--- config.mk ---
export PLATFORM = sky130hd
export DESIGN_NAME = mem_port_arbiter
export DESIGN_NICKNAME = d
export VERILOG_FILES = /design/src/rtl/mem_port_arbiter.sv
export SDC_FILE = /design/constraint.sdc
export NUM_CORES = 1
export LEC_CHECK = 0
export ABC_AREA = 1
export BUFFER_PORTS_ARGS = -buffer_cell sky130_fd_sc_hd__buf_2
export CAP_MARGIN = 40
export CORE_ASPECT_RATIO = 0.5
export CORE_UTILIZATION = 48
export DETAILED_ROUTE_END_ITERATION = 16
export PLACE_DENSITY = 0.89
export SETUP_SLACK_MARGIN = 0.1
export SLEW_MARGIN = 20
export SYNTH_ARGS = -nofsm -noshare
export SYNTH_HDL_FRONTEND = slang
export SYNTH_SLANG_ARGS = --single-unit
export TNS_END_PERCENT = 30
--- constraint.sdc ---
create_clock -name clk -period 2.1 [get_ports clk]
set_input_delay 0.315 -clock clk [delete_from_list [all_inputs] [get_ports clk]]
set_output_delay 0.315 -clock clk [all_outputs]
set_load 0.02 [all_outputs]
--- src/rtl/mem_port_arbiter.sv ---
// Arbiter for the single unified memory port shared by instruction fetch and the MEM stage.
// One transaction in flight at a time; data wins, fetch is guaranteed a slot after MAX_D_BURST data grants.
module mem_port_arbiter #(
  parameter int ADDR_W      = 32,
  parameter int DATA_W      = 32,
  parameter int MAX_D_BURST = 4,
  parameter int TIMEOUT     = 16
) (
  input  logic              clk,
  input  logic              rst_b,
  input  logic              if_req,
  input  logic [ADDR_W-1:0] if_addr,
  output logic [DATA_W-1:0] if_rdata,
  output logic              if_ack,
  output logic              if_stall,
  input  logic              d_req,
  input  logic              d_we,
  input  logic [ADDR_W-1:0] d_addr,
  input  logic [DATA_W-1:0] d_wdata,
  output logic [DATA_W-1:0] d_rdata,
  output logic              d_ack,
  output logic              d_stall,
  output logic              mem_en,
  output logic              mem_we,
  output logic [ADDR_W-1:0] mem_addr,
  output logic [DATA_W-1:0] mem_wdata,
  input  logic [DATA_W-1:0] mem_rdata,
  input  logic              mem_ready,
  output logic              err,
  output logic [1:0]        state_dbg
);

  // Handshake: a requester holds req (with stable address/data) until its one-cycle ack;
  // the memory answers each one-cycle mem_en with exactly one mem_ready, earliest the next cycle.
  typedef enum logic [1:0] {
    IDLE   = 2'd0,
    WAIT_I = 2'd1,
    WAIT_D = 2'd2,
    DONE   = 2'd3
  } state_t;

  localparam logic [3:0] MAX_B    = 4'(MAX_D_BURST);
  localparam logic [7:0] TMO_LAST = 8'(TIMEOUT - 1);

  state_t     state;
  logic [3:0] burst_cnt;
  logic [7:0] tmo_cnt;
  logic       grant_d;
  logic       grant_i;

  // Data keeps priority until it has taken MAX_D_BURST grants in a row past a waiting fetch.
  always_comb begin
    grant_d = d_req && (!if_req || (burst_cnt < MAX_B));
    grant_i = !grant_d && if_req;
  end

  assign if_stall  = if_req & ~if_ack;
  assign d_stall   = d_req & ~d_ack;
  assign state_dbg = state;

  always_ff @(posedge clk or negedge rst_b) begin
    if (!rst_b) begin
      state     <= IDLE;
      burst_cnt <= '0;
      tmo_cnt   <= '0;
      mem_en    <= 1'b0;
      mem_we    <= 1'b0;
      mem_addr  <= '0;
      mem_wdata <= '0;
      if_ack    <= 1'b0;
      d_ack     <= 1'b0;
      if_rdata  <= '0;
      d_rdata   <= '0;
      err       <= 1'b0;
    end else begin
      mem_en <= 1'b0;
      if_ack <= 1'b0;
      d_ack  <= 1'b0;
      err    <= 1'b0;
      case (state)
        IDLE: begin
          if (grant_d) begin
            mem_en    <= 1'b1;
            mem_we    <= d_we;
            mem_addr  <= d_addr;
            mem_wdata <= d_wdata;
            tmo_cnt   <= '0;
            state     <= WAIT_D;
            if (!if_req)               burst_cnt <= '0;
            else if (burst_cnt != MAX_B) burst_cnt <= burst_cnt + 4'd1;
          end else if (grant_i) begin
            mem_en    <= 1'b1;
            mem_we    <= 1'b0;
            mem_addr  <= if_addr;
            mem_wdata <= '0;
            tmo_cnt   <= '0;
            burst_cnt <= '0;
            state     <= WAIT_I;
          end
        end
        WAIT_I, WAIT_D: begin
          if (mem_ready) begin
            if (state == WAIT_I) begin
              if_rdata <= mem_rdata;
              if_ack   <= 1'b1;
            end else begin
              d_rdata <= mem_rdata;
              d_ack   <= 1'b1;
            end
            state <= DONE;
          end else if (tmo_cnt == TMO_LAST) begin
            // Abort: acknowledge with zero data so the pipeline can proceed, and flag it.
            if (state == WAIT_I) begin
              if_rdata <= '0;
              if_ack   <= 1'b1;
            end else begin
              d_rdata <= '0;
              d_ack   <= 1'b1;
            end
            err   <= 1'b1;
            state <= DONE;
          end else begin
            tmo_cnt <= tmo_cnt + 8'd1;
          end
        end
        DONE: state <= IDLE;
        default: state <= IDLE;
      endcase
    end
  end

endmodule

==> summary.md, run 1 <==
| Metric | Value |
|---|---|
| Status | `completed` |
| Area leader, netlist | `dfrtp_1` |
| RePlAce Congestion | `0.907` |
| Post-route worst setup slack | `0.245 ns` |
| DIE AREA | `13500 um2` |
| Drt wl/cell | `14.6 um` |
| Dominant cells by area after synthesis | `dfrtp_1 (59%), nand2_1 (14%), a21oi_1 (5.2%)` |
| Slowest CP cell | `ha_1` |
| Largest family of logic cells by synthesized area | `simple AND/OR/NAND/NOR gates` |
| Tmin final | `1.86 ns` |
| XOR/XNOR Fraction of Synth Area | `0.00140` |
| FF+latch count, synth | `147` |
| Compound-gate portion of the synthesized area | `0.151` |
| Vias/cell | `5.07` |
| CP most frequent cell | `nand2_1` |
| Overall power | `13.4 mW` |
| Root Driver | `clkbuf_16` |
| Cells along the critical path | `inv_1 > ha_1 > nand2_1 > nand2_1 > nand2_1 > nand2_1 > nand2_1` |
| Area of the mapped netlist | `6250 um2` |
| Total iterations of the first detailed-routing run | `5` |
| Data required, critical path | `2.39 ns` |
| Worst reg-to-reg path cell count | `7` |
| Drt initial violations | `412` |
| Share of layout cells above drive strength 1 | `0.355` |
| Multi-input logic area | `2230 um2` |
| CTS sink cnt | `147` |
| I/O pins | `271` |
| Post-synthesis simple-gate area fraction | `0.194` |
| Placeable Area | `12700 um2` |
| Layout Utilization | `0.658` |
| Initial antenna violation count | `1` |
| Die H | `82.7 um` |
| Largest stage delay on the critical path | `0.42 ns` |
| DPL Wire Length | `11300 um` |
| Synth Instances | `694` |
| Clock latency on the worst-skew pair | `0.41 ns` |
| Fin area | `8340 um2` |
| H-tree lvl count | `4` |
| Number of antenna-violating nets in the routed design | `0` |
| # DRC | `0` |
| CTS buffer count | `17` |
| CP max FO | `8` |
| Die width | `163 um` |
| DR vias | `5778` |
| Commonest cells after routing, fill and taps aside | `buf_2 (269), nand2_1 (238), dfrtp_1 (147)` |
| Hold Startpoint | `d_addr[6]` |
| Lkg Pwr | `4.42 nW` |
| Final Max Slew Viols | `0` |
| Crit path kind | `reg -> reg` |
| Power per cell area | `1610 nW/um2` |
| Pre-CTS WS | `0.321 ns` |
| Worst R2R Start | `state_dbg[0]` |
| Clock buffer depth | `2` |
| Setup crit end kind | `register` |
| Max-cap violation count | `0` |
| GR Overflow Total | `0` |
| Seq. cell area | `3680 um2` |
| Drt total wl | `16600 um` |
| Crit-path leading delay family | `simple AND/OR/NAND/NOR gates` |
| Unrepaired setup endpoints after global routing | `no` |
| Crit path DAT | `2.14 ns` |
| CP bufs+invs | `1` |
| Area Overhead vs Synth | `33.5%` |
| Syn avg cell area | `9.00 um2` |
| Post-layout nets | `1095` |
| Port Buffers | `270` |
| Crit share post-route | `0.883` |
| Vias in the first global route | `5349` |
| Adder-cell share of the synthesized area | `0.0100` |
| Syn nets | `833` |
| Fillers | `1027` |
| Final setup viols | `0` |
| Yosys warns | `0` |
| Largest net degree at the start of global routing | `69` |
| Sequential-to-total area share from yosys stat | `0.589` |
| Mux contribution to synthesized area | `0` |
| Fmax | `539 MHz` |
| Placed insts | `1106` |
| First-pass GRT wire length | `25400 um` |
| Layout Cells excl Fill | `1140` |
| # rows | `29` |
| Crit. Startpoint | `state_dbg[0]` |
| Synth top area share | `0.589` |
| Startpoint types | `register` |
| Most common cell after layout, fill and taps aside | `buf_2` |
| Post-Place Cell Area | `7700 um2` |
| Reg clk slew, reported paths | `0.06 ns` |
| Worst VDD drop | `0.000767 V` |
| Slew @ Worst Pin | `0.629 ns` |
| Slew margin rel. | `0.581` |
| Hold depth | `3` |
| Final hold vios | `0` |
| Clock skew | `0.00931 ns` |
| Fin Hold WS | `0.145 ns` |
| Crit path depth | `7` |
| CTS tree | `built` |
| Global-route total usage across every layer | `0.240` |
| Synth unique cells | `25` |
| Hold crit path type | `in -> reg` |
| Post-route setup TNS | `0 ns` |
| Starting density of the core | `0.493` |
[cells in the mapped netlist (all sizes together)]
cell type  instances
o21ai            103
nor2              50
nor3b              2
xor2               1
nand3             11
clkinv             1
buf               20
nand3b             2
nand2            239
a21oi             65
ha                 5
inv               21
nand4              2
nor4               1
clkbuf            22
o21bai             2
dfrtp            147
[cell families after synthesis]
logic type / Yosys count
buffers and inverters: 64
adders and majority gates: 5
AOI/OAI and AO/OA: 170
and+or+nand+nor: 307
xor gates and xnor gates: 1
DFF: 147
[routing by layer]
metal	vias to the layer above	GRT usage	wire length, um
met3	52	0.0380	849
met1	2723	0.279	6710
met4	0	0.134	517
met2	230	0.436	8520
li1	2773	-	-
met5	-	0	0
[flip-flops by register name, indices dropped and copies added (netlist names)]
signal and count:
burst_cnt 4, state_dbg 2, if_ack 1, if_rdata 32
mem_we 1, mem_addr 32, err 1, tmo_cnt 8
mem_wdata 32, mem_en 1, d_rdata 32, d_ack 1
[worst reg2reg max path, cell delays in order (launching register included)]
cell     delay [ns]
dfrtp_1        0.40
inv_1          0.06
ha_1           0.42
nand2_1        0.14
nand2_1        0.23
nand2_1        0.26
nand2_1        0.17
nand2_1        0.07
[repair_timing]
action | in CTS | in global routing
endpoints found under the setup margin | 0 | 1
endpoints found under the hold margin | 35 | 0
resized for setup | 0 | 1
hold buffers | 1 | 0
buffers inserted | 0 | 0
[final cells by class]
cell class                      count  area share
Tap cell                          170      0.0255
Sequential cell                   147       0.441
Clock buffer                       18      0.0527
Timing Repair Buffer              285       0.181
Multi-Input combinational cell    483       0.268
Clock inverter                     14      0.0215
Antenna cell                        1    0.000300
Inverter                           22     0.00991
[final timing paths]
kind                           endpoint  slack [ns]
max in group asynchronous  mem_addr[24]        1.03
min                         mem_addr[6]        0.15
max                          tmo_cnt[1]        0.24
max reg2reg                  tmo_cnt[1]        0.24
min in group asynchronous  mem_addr[16]        0.37
min reg2reg                mem_wdata[7]        0.48
[power breakdown]
part | switching [mW] | internal, mW | total [mW] | leakage, nW
clock | 1.22 | 1.92 | 3.13 | 0.293
combinational | 3.87 | 1.80 | 5.67 | 2.25
sequential | 0.621 | 4.02 | 4.64 | 1.87
Power figures use the tool's default switching activity.
==> run 2, diff against run 1 <==
Settings changed: CORE_ASPECT_RATIO 0.5 to not set, CTS_CLUSTER_SIZE set to 30, REMOVE_ABC_BUFFERS set to 1.
==> summary.md, run 2 (synthesis gave the netlist of run 1 again) <==
| Metric | Value |
|---|---|
| Crit share post-route | `0.883` |
| Clock skew | `0.0144 ns` |
| Status | `completed` |
| Layout Utilization | `0.660` |
| Starting density of the core | `0.493` |
| Lkg Pwr | `4.44 nW` |
| Tmin final | `1.86 ns` |
| First-pass GRT wire length | `25800 um` |
| Most common cell after layout, fill and taps aside | `buf_2` |
| DIE AREA | `13500 um2` |
| Share of layout cells above drive strength 1 | `0.353` |
| # DRC | `0` |
| Initial antenna violation count | `0` |
| Global-route total usage across every layer | `0.256` |
| Max-cap violation count | `0` |
| Root Driver | `clkbuf_16` |
| Power per cell area | `1620 nW/um2` |
| Startpoint types | `register` |
| Die H | `116 um` |
| Final setup viols | `0` |
| Clock latency on the worst-skew pair | `0.42 ns` |
| Vias in the first global route | `5410` |
| Data required, critical path | `2.45 ns` |
| Vias/cell | `5.12` |
| Drt initial violations | `414` |
| Area Overhead vs Synth | `33.9%` |
| Die width | `116 um` |
| CTS buffer count | `17` |
| CTS tree | `built` |
| H-tree lvl count | `4` |
| Setup crit end kind | `register` |
| Drt total wl | `17000 um` |
| # rows | `41` |
| Crit path DAT | `2.21 ns` |
| CP max FO | `15` |
| Slew margin rel. | `0.574` |
| Slew @ Worst Pin | `0.640 ns` |
| # Post-CTS Setup Buffers | `0` |
| Total iterations of the first detailed-routing run | `5` |
| Fmax | `539 MHz` |
| Placed insts | `1111` |
| Drt wl/cell | `14.8 um` |
| DR vias | `5853` |
| Largest net degree at the start of global routing | `73` |
| DPL Wire Length | `12100 um` |
| I/O pins | `271` |
| Clock buffer depth | `2` |
| Antenna fix cells | `0` |
| Layout Cells excl Fill | `1144` |
| Final hold vios | `0` |
| CTS sink cnt | `147` |
| Placeable Area | `12700 um2` |
| Final Max Slew Viols | `0` |
| Fillers | `1019` |
| Post-layout nets | `1098` |
| Hold crit path type | `in -> reg` |
| Port Buffers | `270` |
| Crit path kind | `reg -> reg` |
| Commonest cells after routing, fill and taps aside | `buf_2 (269), nand2_1 (238), dfrtp_1 (147)` |
| Reg clk slew, reported paths | `0.06 ns` |
| GR Overflow Total | `0` |
| Unrepaired setup endpoints after global routing | `no` |
| Worst VDD drop | `0.000915 V` |
| Number of antenna-violating nets in the routed design | `0` |
| RePlAce Congestion | `0.845` |
-- run 2: final timing paths --
path / from / end / slack (ns) / cells after the start
max in group asynchronous: rst_b / tmo_cnt[5] / 1.11 / 3
max reg2reg: state_dbg[0] / tmo_cnt[1] / 0.24 / 9
max: state_dbg[0] / tmo_cnt[1] / 0.24 / 9
min in group asynchronous: rst_b / d_rdata[1] / 0.40 / 2
min: d_addr[24] / mem_addr[24] / 0.14 / 3
min reg2reg: if_rdata[30] / if_rdata[30] / 0.48 / 2
-- run 2: repair_timing --
action,in CTS,in global routing
endpoints found under the hold margin,42,0
gates resized for setup,0,1
hold buffers,1,0
setup endpoints to repair,0,5
-- run 2: routing by layer --
metal / share of wire / wire length (um) / track usage
met1: 0.41 / 6890 / 0.299
met2: 0.47 / 8020 / 0.415
met3: 0.087 / 1480 / 0.0868
met4: 0.034 / 571 / 0.139
met5: 0 / 0 / 0
-- run 2: area by class of cell --
type,instances,area (um2),area share
Clock buffer,21,450,0.0538
Clock inverter,11,150,0.0179
Inverter,22,82.6,0.00987
Multi-Input combinational cell,483,2230,0.266
Sequential cell,147,3680,0.440
Tap cell,172,215,0.0257
Timing Repair Buffer,288,1560,0.187
-- run 2: per-stage QoR --
step | setup TNS (ns) | setup WS [ns] | instance area [um2] | power (mW) | hold WS [ns]
final | 0 | 0.245 | 8370 | 13.5 | 0.144
after global routing | 0 | 0.110 | 8370 | 14.4 | 0.127
after CTS | 0 | 0.240 | 8360 | 13.6 | 0.121
after detailed placement | 0 | 0.240 | 7750 | 10.5 | 0.280
after global placement | 0 | 0.316 | 7750 | 10.3 | 0.276
after floorplan | -46.30 | -0.850 | 5990 | 8.15 | 0.0194
-- run 2: report_power, final --
group / leakage (nW) / switching, mW / total, mW / internal, mW
combinational: 2.28 / 3.93 / 5.80 / 1.87
sequential: 1.87 / 0.642 / 4.66 / 4.02
clock: 0.288 / 1.17 / 3.08 / 1.91
total: 4.44 / 5.74 / 13.5 / 7.80
-- run 2: critical path, stage by stage, from the launching register on --
cell	delay, ns
dfrtp_1	0.38
inv_1	0.05
ha_1	0.22
inv_1	0.13
nor2_4	0.07
inv_2	0.24
nand2_1	0.24
nand2_1	0.29
nand2_1	0.09
nand2_1	0.08
